<file path="config.mk">
export PLATFORM = sky130hd
export DESIGN_NAME = path_oram_ctrl_flat
export DESIGN_NICKNAME = d
export VERILOG_FILES = /design/src/rtl/oram_pkg.sv /design/src/rtl/path_oram_ctrl_if.sv /design/src/rtl/oram_lfsr.sv /design/src/rtl/path_oram_ctrl.sv /design/src/flat_wrapper.sv
export SDC_FILE = /design/constraint.sdc
export NUM_CORES = 2
export LEC_CHECK = 0
export BUFFER_PORTS_ARGS = -buffer_cell sky130_fd_sc_hd__buf_2
export CORE_ASPECT_RATIO = 0.9
export CORE_MARGIN = 2
export CORE_UTILIZATION = 30
export CTS_CLUSTER_SIZE = 40
export DETAILED_ROUTE_END_ITERATION = 6
export GPL_TIMING_DRIVEN = 0
export SETUP_SLACK_MARGIN = 0.02
export SLEW_MARGIN = 20
export SYNTH_ARGS = -nofsm -noshare
export SYNTH_HDL_FRONTEND = slang
export SYNTH_SLANG_ARGS = --single-unit
</file>
<file path="constraint.sdc">
create_clock -name clk -period 4.77 [get_ports clk]
set_input_delay 0.7155 -clock clk [delete_from_list [all_inputs] [get_ports clk]]
set_output_delay 0.7155 -clock clk [all_outputs]
set_load 0.01 [all_outputs]
</file>
<file path="src/rtl/oram_pkg.sv">
// Shared types and helpers for the Path-ORAM controller: FSM encoding,
// LFSR polynomial and the root-to-leaf bucket index function.
package oram_pkg;

  localparam int LFSR_W = 16;
  // x^16 + x^14 + x^13 + x^11 + 1, right-shifting Galois form
  localparam logic [LFSR_W-1:0] LFSR_POLY = 16'hB400;

  typedef enum logic [2:0] {
    S_IDLE   = 3'd0,
    S_LOOKUP = 3'd1,
    S_READ   = 3'd2,
    S_UPDATE = 3'd3,
    S_WRITE  = 3'd4,
    S_RESP   = 3'd5
  } oram_state_e;

  // Bucket index of the node at `level` on the path to `leaf` in a tree of
  // depth `depth` (root is bucket 0, heap layout).
  function automatic int path_bucket(input int leaf, input int level, input int depth);
    return ((1 << level) - 1) + (leaf >> (depth - level));
  endfunction

endpackage

</file>
<file path="src/rtl/path_oram_ctrl_if.sv">
// Request/response bundle between a client and the Path-ORAM controller.
interface path_oram_ctrl_if #(
  parameter int A = 4,
  parameter int D = 3
);
  // A request transfers on a clock edge where req_valid && req_ready; the
  // client holds req_* stable until then. rsp_valid is a one-cycle pulse
  // with no back-pressure.
  logic           req_valid;
  logic           req_ready;
  logic           req_write;
  logic [D-1:0]   req_addr;
  logic [8*A-1:0] req_wdata;
  logic           rsp_valid;
  logic [8*A-1:0] rsp_rdata;
  logic           stash_overflow;
  logic           busy;

  modport master (
    output req_valid, req_write, req_addr, req_wdata,
    input  req_ready, rsp_valid, rsp_rdata, stash_overflow, busy
  );

  modport slave (
    input  req_valid, req_write, req_addr, req_wdata,
    output req_ready, rsp_valid, rsp_rdata, stash_overflow, busy
  );
endinterface

</file>
<file path="src/rtl/oram_lfsr.sv">
// 16-bit Galois LFSR used to pick fresh leaves; exposes only the low bits.
module oram_lfsr
  import oram_pkg::*;
#(
  parameter logic [LFSR_W-1:0] SEED  = 16'hACE1,
  parameter int                OUT_W = 3
) (
  input  logic             clk,
  input  logic             rst,
  input  logic             adv,
  output logic [OUT_W-1:0] value
);

  logic [LFSR_W-1:0] state_q, state_d;

  always_comb begin
    state_d = state_q;
    if (adv) begin
      state_d = {1'b0, state_q[LFSR_W-1:1]} ^ (state_q[0] ? LFSR_POLY : '0);
    end
  end

  always_ff @(posedge clk) begin
    if (rst) begin
      state_q <= SEED;
    end else begin
      state_q <= state_d;
    end
  end

  assign value = state_q[OUT_W-1:0];

endmodule

</file>
<file path="src/rtl/path_oram_ctrl.sv">
// Path-ORAM controller: on-chip tree, position map and stash; each access
// reads and rewrites one full path and remaps the block to a new leaf.
module path_oram_ctrl
  import oram_pkg::*;
#(
  parameter int          A    = 4,
  parameter int          D    = 3,
  parameter int          K    = 2,
  parameter int          S    = 8,
  parameter logic [15:0] SEED = 16'hACE1
) (
  input  logic              clk,
  input  logic              rst,
  path_oram_ctrl_if.slave   bus,
  output oram_state_e       dbg_state
);

  localparam int W  = 8 * A;
  localparam int NB = (1 << (D + 1)) - 1;
  localparam int NT = NB * K;
  localparam int N  = 1 << D;
  localparam int TW = $clog2(NT);
  localparam int SW = (S > 1) ? $clog2(S) : 1;
  localparam int LW = $clog2(D + 1);
  localparam int KW = (K > 1) ? $clog2(K) : 1;

  typedef struct packed {
    logic [D-1:0] leaf;
    logic [D-1:0] blk;
    logic [W-1:0] val;
    logic         full;
  } tuple_t;

  oram_state_e  state_q, state_d;
  tuple_t       tree_q [NT];
  tuple_t       tree_d [NT];
  tuple_t       stash_q [S];
  tuple_t       stash_d [S];
  logic [D-1:0] posmap_leaf_q [N];
  logic [D-1:0] posmap_leaf_d [N];
  logic         posmap_wr_q [N];
  logic         posmap_wr_d [N];
  logic [D-1:0] addr_q, addr_d, old_leaf_q, old_leaf_d, new_leaf_q, new_leaf_d;
  logic [W-1:0] wdata_q, wdata_d, cap_q, cap_d, rsp_rdata_q, rsp_rdata_d;
  logic         write_q, write_d, was_wr_q, was_wr_d;
  logic [LW-1:0] lvl_q, lvl_d;
  logic [KW-1:0] slot_q, slot_d;
  logic         req_ready_q, req_ready_d, rsp_valid_q, rsp_valid_d, ovf_q, ovf_d;

  logic         lfsr_adv;
  logic [D-1:0] lfsr_leaf;
  logic [TW-1:0] tree_idx;
  logic         slot_last;
  logic         free_found, match_found, evict_found;
  logic [SW-1:0] free_idx, match_idx, evict_idx;

  oram_lfsr #(.SEED(SEED), .OUT_W(D)) u_lfsr (
    .clk   (clk),
    .rst   (rst),
    .adv   (lfsr_adv),
    .value (lfsr_leaf)
  );

  // Both READ and WRITE walk the path of the block's previous leaf.
  assign tree_idx  = TW'(path_bucket(int'(old_leaf_q), int'(lvl_q), D) * K + int'(slot_q));
  assign slot_last = (slot_q == KW'(K - 1));

  always_comb begin
    free_found  = 1'b0;
    free_idx    = '0;
    match_found = 1'b0;
    match_idx   = '0;
    evict_found = 1'b0;
    evict_idx   = '0;
    for (int i = S - 1; i >= 0; i--) begin
      if (!stash_q[i].full) begin
        free_found = 1'b1;
        free_idx   = SW'(i);
      end
      if (stash_q[i].full && (stash_q[i].blk == addr_q)) begin
        match_found = 1'b1;
        match_idx   = SW'(i);
      end
      if (stash_q[i].full &&
          ((int'(stash_q[i].leaf) >> (D - int'(lvl_q))) ==
           (int'(old_leaf_q) >> (D - int'(lvl_q))))) begin
        evict_found = 1'b1;
        evict_idx   = SW'(i);
      end
    end
  end

  always_comb begin
    state_d       = state_q;
    tree_d        = tree_q;
    stash_d       = stash_q;
    posmap_leaf_d = posmap_leaf_q;
    posmap_wr_d   = posmap_wr_q;
    addr_d        = addr_q;
    write_d       = write_q;
    wdata_d       = wdata_q;
    old_leaf_d    = old_leaf_q;
    new_leaf_d    = new_leaf_q;
    was_wr_d      = was_wr_q;
    lvl_d         = lvl_q;
    slot_d        = slot_q;
    cap_d         = cap_q;
    req_ready_d   = req_ready_q;
    rsp_valid_d   = rsp_valid_q;
    rsp_rdata_d   = rsp_rdata_q;
    ovf_d         = ovf_q;
    lfsr_adv      = 1'b0;
    case (state_q)
      S_IDLE: begin
        if (bus.req_valid) begin
          addr_d      = bus.req_addr;
          write_d     = bus.req_write;
          wdata_d     = bus.req_wdata;
          lfsr_adv    = 1'b1;
          req_ready_d = 1'b0;
          state_d     = S_LOOKUP;
        end
      end
      S_LOOKUP: begin
        old_leaf_d            = posmap_leaf_q[addr_q];
        was_wr_d              = posmap_wr_q[addr_q];
        new_leaf_d            = lfsr_leaf;
        posmap_leaf_d[addr_q] = lfsr_leaf;
        posmap_wr_d[addr_q]   = 1'b1;
        lvl_d                 = '0;
        slot_d                = '0;
        state_d               = S_READ;
      end
      S_READ: begin
        if (tree_q[tree_idx].full) begin
          if (free_found) stash_d[free_idx] = tree_q[tree_idx];
          else            ovf_d = 1'b1;
        end
        tree_d[tree_idx] = '0;
        if (slot_last) begin
          slot_d = '0;
          lvl_d  = lvl_q + LW'(1);
          if (lvl_q == LW'(D)) state_d = S_UPDATE;
        end else begin
          slot_d = slot_q + KW'(1);
        end
      end
      S_UPDATE: begin
        if (match_found) begin
          cap_d = was_wr_q ? stash_q[match_idx].val : '0;
          if (write_q) stash_d[match_idx].val = wdata_q;
          stash_d[match_idx].leaf = new_leaf_q;
        end else begin
          cap_d = '0;
          if (write_q) begin
            if (free_found) begin
              stash_d[free_idx] = '{leaf: new_leaf_q, blk: addr_q, val: wdata_q, full: 1'b1};
            end else begin
              ovf_d = 1'b1;
            end
          end
        end
        lvl_d   = LW'(D);
        slot_d  = '0;
        state_d = S_WRITE;
      end
      S_WRITE: begin
        if (evict_found) begin
          tree_d[tree_idx]   = stash_q[evict_idx];
          stash_d[evict_idx] = '0;
        end else begin
          tree_d[tree_idx] = '0;
        end
        if (slot_last) begin
          slot_d = '0;
          if (lvl_q == '0) begin
            state_d     = S_RESP;
            rsp_valid_d = 1'b1;
            rsp_rdata_d = cap_q;
          end else begin
            lvl_d = lvl_q - LW'(1);
          end
        end else begin
          slot_d = slot_q + KW'(1);
        end
      end
      S_RESP: begin
        rsp_valid_d = 1'b0;
        req_ready_d = 1'b1;
        state_d     = S_IDLE;
      end
      default: state_d = S_IDLE;
    endcase
  end

  always_ff @(posedge clk) begin
    if (rst) begin
      state_q       <= S_IDLE;
      tree_q        <= '{default: '0};
      stash_q       <= '{default: '0};
      posmap_leaf_q <= '{default: '0};
      posmap_wr_q   <= '{default: 1'b0};
      addr_q        <= '0;
      write_q       <= 1'b0;
      wdata_q       <= '0;
      old_leaf_q    <= '0;
      new_leaf_q    <= '0;
      was_wr_q      <= 1'b0;
      lvl_q         <= '0;
      slot_q        <= '0;
      cap_q         <= '0;
      req_ready_q   <= 1'b1;
      rsp_valid_q   <= 1'b0;
      rsp_rdata_q   <= '0;
      ovf_q         <= 1'b0;
    end else begin
      state_q       <= state_d;
      tree_q        <= tree_d;
      stash_q       <= stash_d;
      posmap_leaf_q <= posmap_leaf_d;
      posmap_wr_q   <= posmap_wr_d;
      addr_q        <= addr_d;
      write_q       <= write_d;
      wdata_q       <= wdata_d;
      old_leaf_q    <= old_leaf_d;
      new_leaf_q    <= new_leaf_d;
      was_wr_q      <= was_wr_d;
      lvl_q         <= lvl_d;
      slot_q        <= slot_d;
      cap_q         <= cap_d;
      req_ready_q   <= req_ready_d;
      rsp_valid_q   <= rsp_valid_d;
      rsp_rdata_q   <= rsp_rdata_d;
      ovf_q         <= ovf_d;
    end
  end

  assign bus.req_ready      = req_ready_q;
  assign bus.busy           = !req_ready_q;
  assign bus.rsp_valid      = rsp_valid_q;
  assign bus.rsp_rdata      = rsp_rdata_q;
  assign bus.stash_overflow = ovf_q;
  assign dbg_state          = state_q;

endmodule
</file>
<file path="src/flat_wrapper.sv">
// flat-port wrapper written by rule: the top's interface ports become plain ports
module path_oram_ctrl_flat import oram_pkg::*;
#(
  parameter int          A    = 4,
  parameter int          D    = 3,
  parameter int          K    = 2,
  parameter int          S    = 8,
  parameter logic [15:0] SEED = 16'hACE1
)
  (clk, rst, dbg_state, bus_req_valid, bus_req_write, bus_req_addr, bus_req_wdata, bus_req_ready, bus_rsp_valid, bus_rsp_rdata, bus_stash_overflow, bus_busy);
  path_oram_ctrl_if #(.A(A), .D(D)) bus_i ();
  input  logic clk;
  input  logic rst;
  output oram_state_e dbg_state;
  input wire logic [$bits(bus_i.req_valid)-1:0] bus_req_valid;
  input wire logic [$bits(bus_i.req_write)-1:0] bus_req_write;
  input wire logic [$bits(bus_i.req_addr)-1:0] bus_req_addr;
  input wire logic [$bits(bus_i.req_wdata)-1:0] bus_req_wdata;
  output wire logic [$bits(bus_i.req_ready)-1:0] bus_req_ready;
  output wire logic [$bits(bus_i.rsp_valid)-1:0] bus_rsp_valid;
  output wire logic [$bits(bus_i.rsp_rdata)-1:0] bus_rsp_rdata;
  output wire logic [$bits(bus_i.stash_overflow)-1:0] bus_stash_overflow;
  output wire logic [$bits(bus_i.busy)-1:0] bus_busy;
  assign bus_i.req_valid = bus_req_valid;
  assign bus_i.req_write = bus_req_write;
  assign bus_i.req_addr = bus_req_addr;
  assign bus_i.req_wdata = bus_req_wdata;
  assign bus_req_ready = bus_i.req_ready;
  assign bus_rsp_valid = bus_i.rsp_valid;
  assign bus_rsp_rdata = bus_i.rsp_rdata;
  assign bus_stash_overflow = bus_i.stash_overflow;
  assign bus_busy = bus_i.busy;
  path_oram_ctrl #(.A(A), .D(D), .K(K), .S(S), .SEED(SEED)) u_core (.clk(clk), .rst(rst), .bus(bus_i), .dbg_state(dbg_state));
endmodule
</file>
==> flow_summary.yaml <==
worst_setup_path:
  crit_type: "register to register"
  worstPathMaxFanout: 10
  startpoint_type: "register"
  worstPathArrival_ps: 5740
  cp.required_ps: 5530
  end_kind: "register"
timing:
  worst_pin_slew_ps: 1296
  holdWs_ps: 123.0
  drv_slew: 0
  fmax_ghz: 0.2007
  hold_violations: 0
  tns_ps: -15750
  rsz0062_at_grt: "yes"
  post-route-period-util_pct: 104.5
  fin_crit_ps: 4983
  slew_headroom_pct: 13.63
  layout_setup_ws_ps: -213.2
  setup_viol_count_final: 258
  fin_skew_ps: 109.6
floorplan:
  io_pins: 78
  row_count: 169
  die_y_um: 465.6
  start_util_pct: 30.15
  design.core.area_mm2: 0.2356
  dieArea_mm2: 0.2406
  die_w_um: 516.9
routing:
  first_pass_iters: 7
  drc_errors: 2
  drt_iter0_drc: 11660
  route.antenna.remaining_nets: 0
  via_per_inst: 6.117
  dr_total_vias: 72980
  wl_per_cell_um: 35.08
  routed_wl_um: 418600
layout:
  drive_gt1_share_pct: 20.40
  final_nets: 8643
  multi_input_area_mm2: 0.03692
  fillCellCount: 23810
  area_growth_pct: 25.36
  register_area_mm2: 0.03296
  final_util_pct: 37.79
global_routing:
  grt_max_degree: 20
  grt_pass1_vias: 66100
  overflow: 0
  grt_first_pass_wirelength_um: 557900
  grt.total_usage_pct: 33.40
  antenna_found_initial: 24
cts:
  postCtsHoldBufs: 0
  cts_tree: "yes"
  clock_latency_ps: 900
  ctsLongestPathBuffers: 3
  clock_sinks: 1646
  clkTransAtPathRegs_ps: 70
  cts_made_buffers: 175
  htreeDepth: 4
  root_buffer: "clkbuf_16"
logic_synthesis:
  synthArstFlopShare_pct: 0
  synth_cell_types: 95
  netlist_area_mm2: 0.07102
  syn_avg_cell_area_um2: 8.733
  synthFlopType: "dfxtp_1"
  synthCells: 8132
  synth_seq_area_share_pct: 46.40
  yosys_warnings: 0
  ys_seq_elements: 1646
  syn_nets: 8176
  synth-edff-count: 0
place:
  port_buffers: 77
  post-place-ws_ps: -3472
  dpl.hpwl_um: 305500
  gp_congestion: 1.069
outcome:
  failed_checks: "DRC, setup timing"
  run_status: "finished, violations left"
power:
  power_density_mw_per_mm2: 388.0
  p_total_w: 0.03454
  p_leak_nw: 30.87
  max-vdd-ir-drop_mv: 0.3908
job:
  drv_cap: 0
hold_path:
  hp-class: "input port to register"
[area by class of cell]
class / instances / area share [%]
clock buffer: 232 / 5.497
multi-input combinational: 5604 / 41.47
inverter: 34 / 0.1434
tap: 3163 / 4.445
clock inverter: 93 / 1.521
sequential: 1646 / 37.02
buffer: 803 / 5.817
antenna: 21 / 0.05903
timing repair buffer: 335 / 4.027
[routing by layer]
metal / part of all wire (%) / vias to the layer above / GRT usage [%] / routed length, µm
li1: - / 30050 / - / -
met1: 39 / 36290 / 43.20 / 161700
met2: 41 / 5445 / 48.33 / 172400
met3: 13 / 1183 / 11.70 / 55660
met4: 6.8 / 14 / 18.24 / 28630
met5: 0.024 / - / 0 / 100
[logic make-up (layout without fill, tap and decap cells)]
group | Yosys count | count (layout) | share of synthesized area (%)
other | 0 | 21 | 0
buffers and inverters | 885 | 1497 | 5.130
muxes | 434 | 434 | 11.08
adders and majority gates | 5 | 5 | 0.09866
AOI/OAI and AO/OA | 2602 | 2602 | 21.70
DFF | 1646 | 1646 | 46.40
and+or+nand+nor | 2503 | 2505 | 14.79
xor gates and xnor gates | 57 | 58 | 0.8034
[power by group]
group / switching [W] / internal [W] / leakage, nW
Combinational: 0.00390 / 0.00174 / 14.6
Clock: 0.00659 / 0.00838 / 3.03
Sequential: 0.000121 / 0.0138 / 13.3
Total: 0.0106 / 0.0239 / 30.9
[per-stage QoR]
stage	cell area, µm²	cells
final	89030	11930
after global routing	88990	11920
after CTS	86150	11800
after detailed placement	75780	11390
after global placement	75360	11370
after floorplan	71020	8132
[worst max-delay path, stage by stage, from the launching register on]
cell and delay [ps]:
dfxtp_1 350, clkbuf_1 340, inv_1 180, nor3b_2 750, clkdlybuf4s15_1 870, clkbuf_2 570
clkdlybuf4s15_1 810, nand2_1 530, o22ai_1 300, a22oi_2 70, nor2_1 110
[cell usage after synthesis, types with 51 or more instances]
cell | n | area [µm²]
a22o_1 | 82 | 718.2
buf_2 | 92 | 460.4
nand3_1 | 86 | 430.4
dfxtp_1 | 1646 | 32950
nor3_1 | 115 | 575.6
o21ai_0 | 1333 | 6671
nand2_1 | 1699 | 6377
nor2_1 | 365 | 1370
mux2i_1 | 114 | 1141
mux4_2 | 277 | 6238
a21oi_1 | 350 | 1752
a221o_1 | 51 | 510.5
o22ai_1 | 375 | 2346
clkbuf_1 | 673 | 2526
[what timing repair did]
| action | 4_1_cts | 5_1_grt |
|---|---|---|
| pin swaps | 122 | 219 |
| setup buffers | 113 | 107 |
| cloned | 18 | 12 |
| resized for setup | 805 | 474 |
| endpoints found under the setup margin | 1515 | 1158 |
| hold endpoints to repair | 0 | 0 |
[final timing paths]
path,from,to,slack [ps],cells after the start
min reg2reg,u_core.posmap_wr_q[3],u_core.posmap_wr_q[3],450,2
max reg2reg,u_core.dbg_state[1],u_core.stash_q[238],-210,10
min,bus_req_wdata[28],u_core.wdata_q[28],120,3
max,u_core.dbg_state[1],u_core.stash_q[238],-210,10
[registers in the layout, indices dropped and copies added (netlist names)]
register	cells
u_core.bus.req_ready	1
u_core.new_leaf_q	3
u_core.dbg_state	3
u_core.cap_q	32
u_core.lvl_q	2
u_core.posmap_wr_q	8
u_core.old_leaf_q	3
u_core.tree_q	1170
u_core.addr_q	3
u_core.stash_q	312
u_core.posmap_leaf_q	24
u_core.bus.stash_overflow	1
u_core.slot_last	1
u_core.bus.rsp_rdata	32
u_core.bus.rsp_valid	1
u_core.wdata_q	32
u_core.write_q	1
u_core.was_wr_q	1
u_core.u_lfsr.state_q	16
[placed cells by master (no fill, tap or decap), types with 39 or more instances in the layout]
master     count
clkbuf_1     424
a221o_1       51
clkinv_2      40
a22o_1        82
buf_2        124
buf_6         75
buf_8         40
nor2_1       345
a21oi_1      315
mux4_2       277
mux2i_1      113
o22ai_1      334
clkbuf_16    201
buf_12        80
o21ai_1       64
nand3_1       76
nand2_1     1673
clkbuf_2     161
nor3_1        92
mux2_2        39
o21ai_0     1271
buf_4        163
o211ai_1      45
dfxtp_1     1645
(Power assumes the default switching activity.)
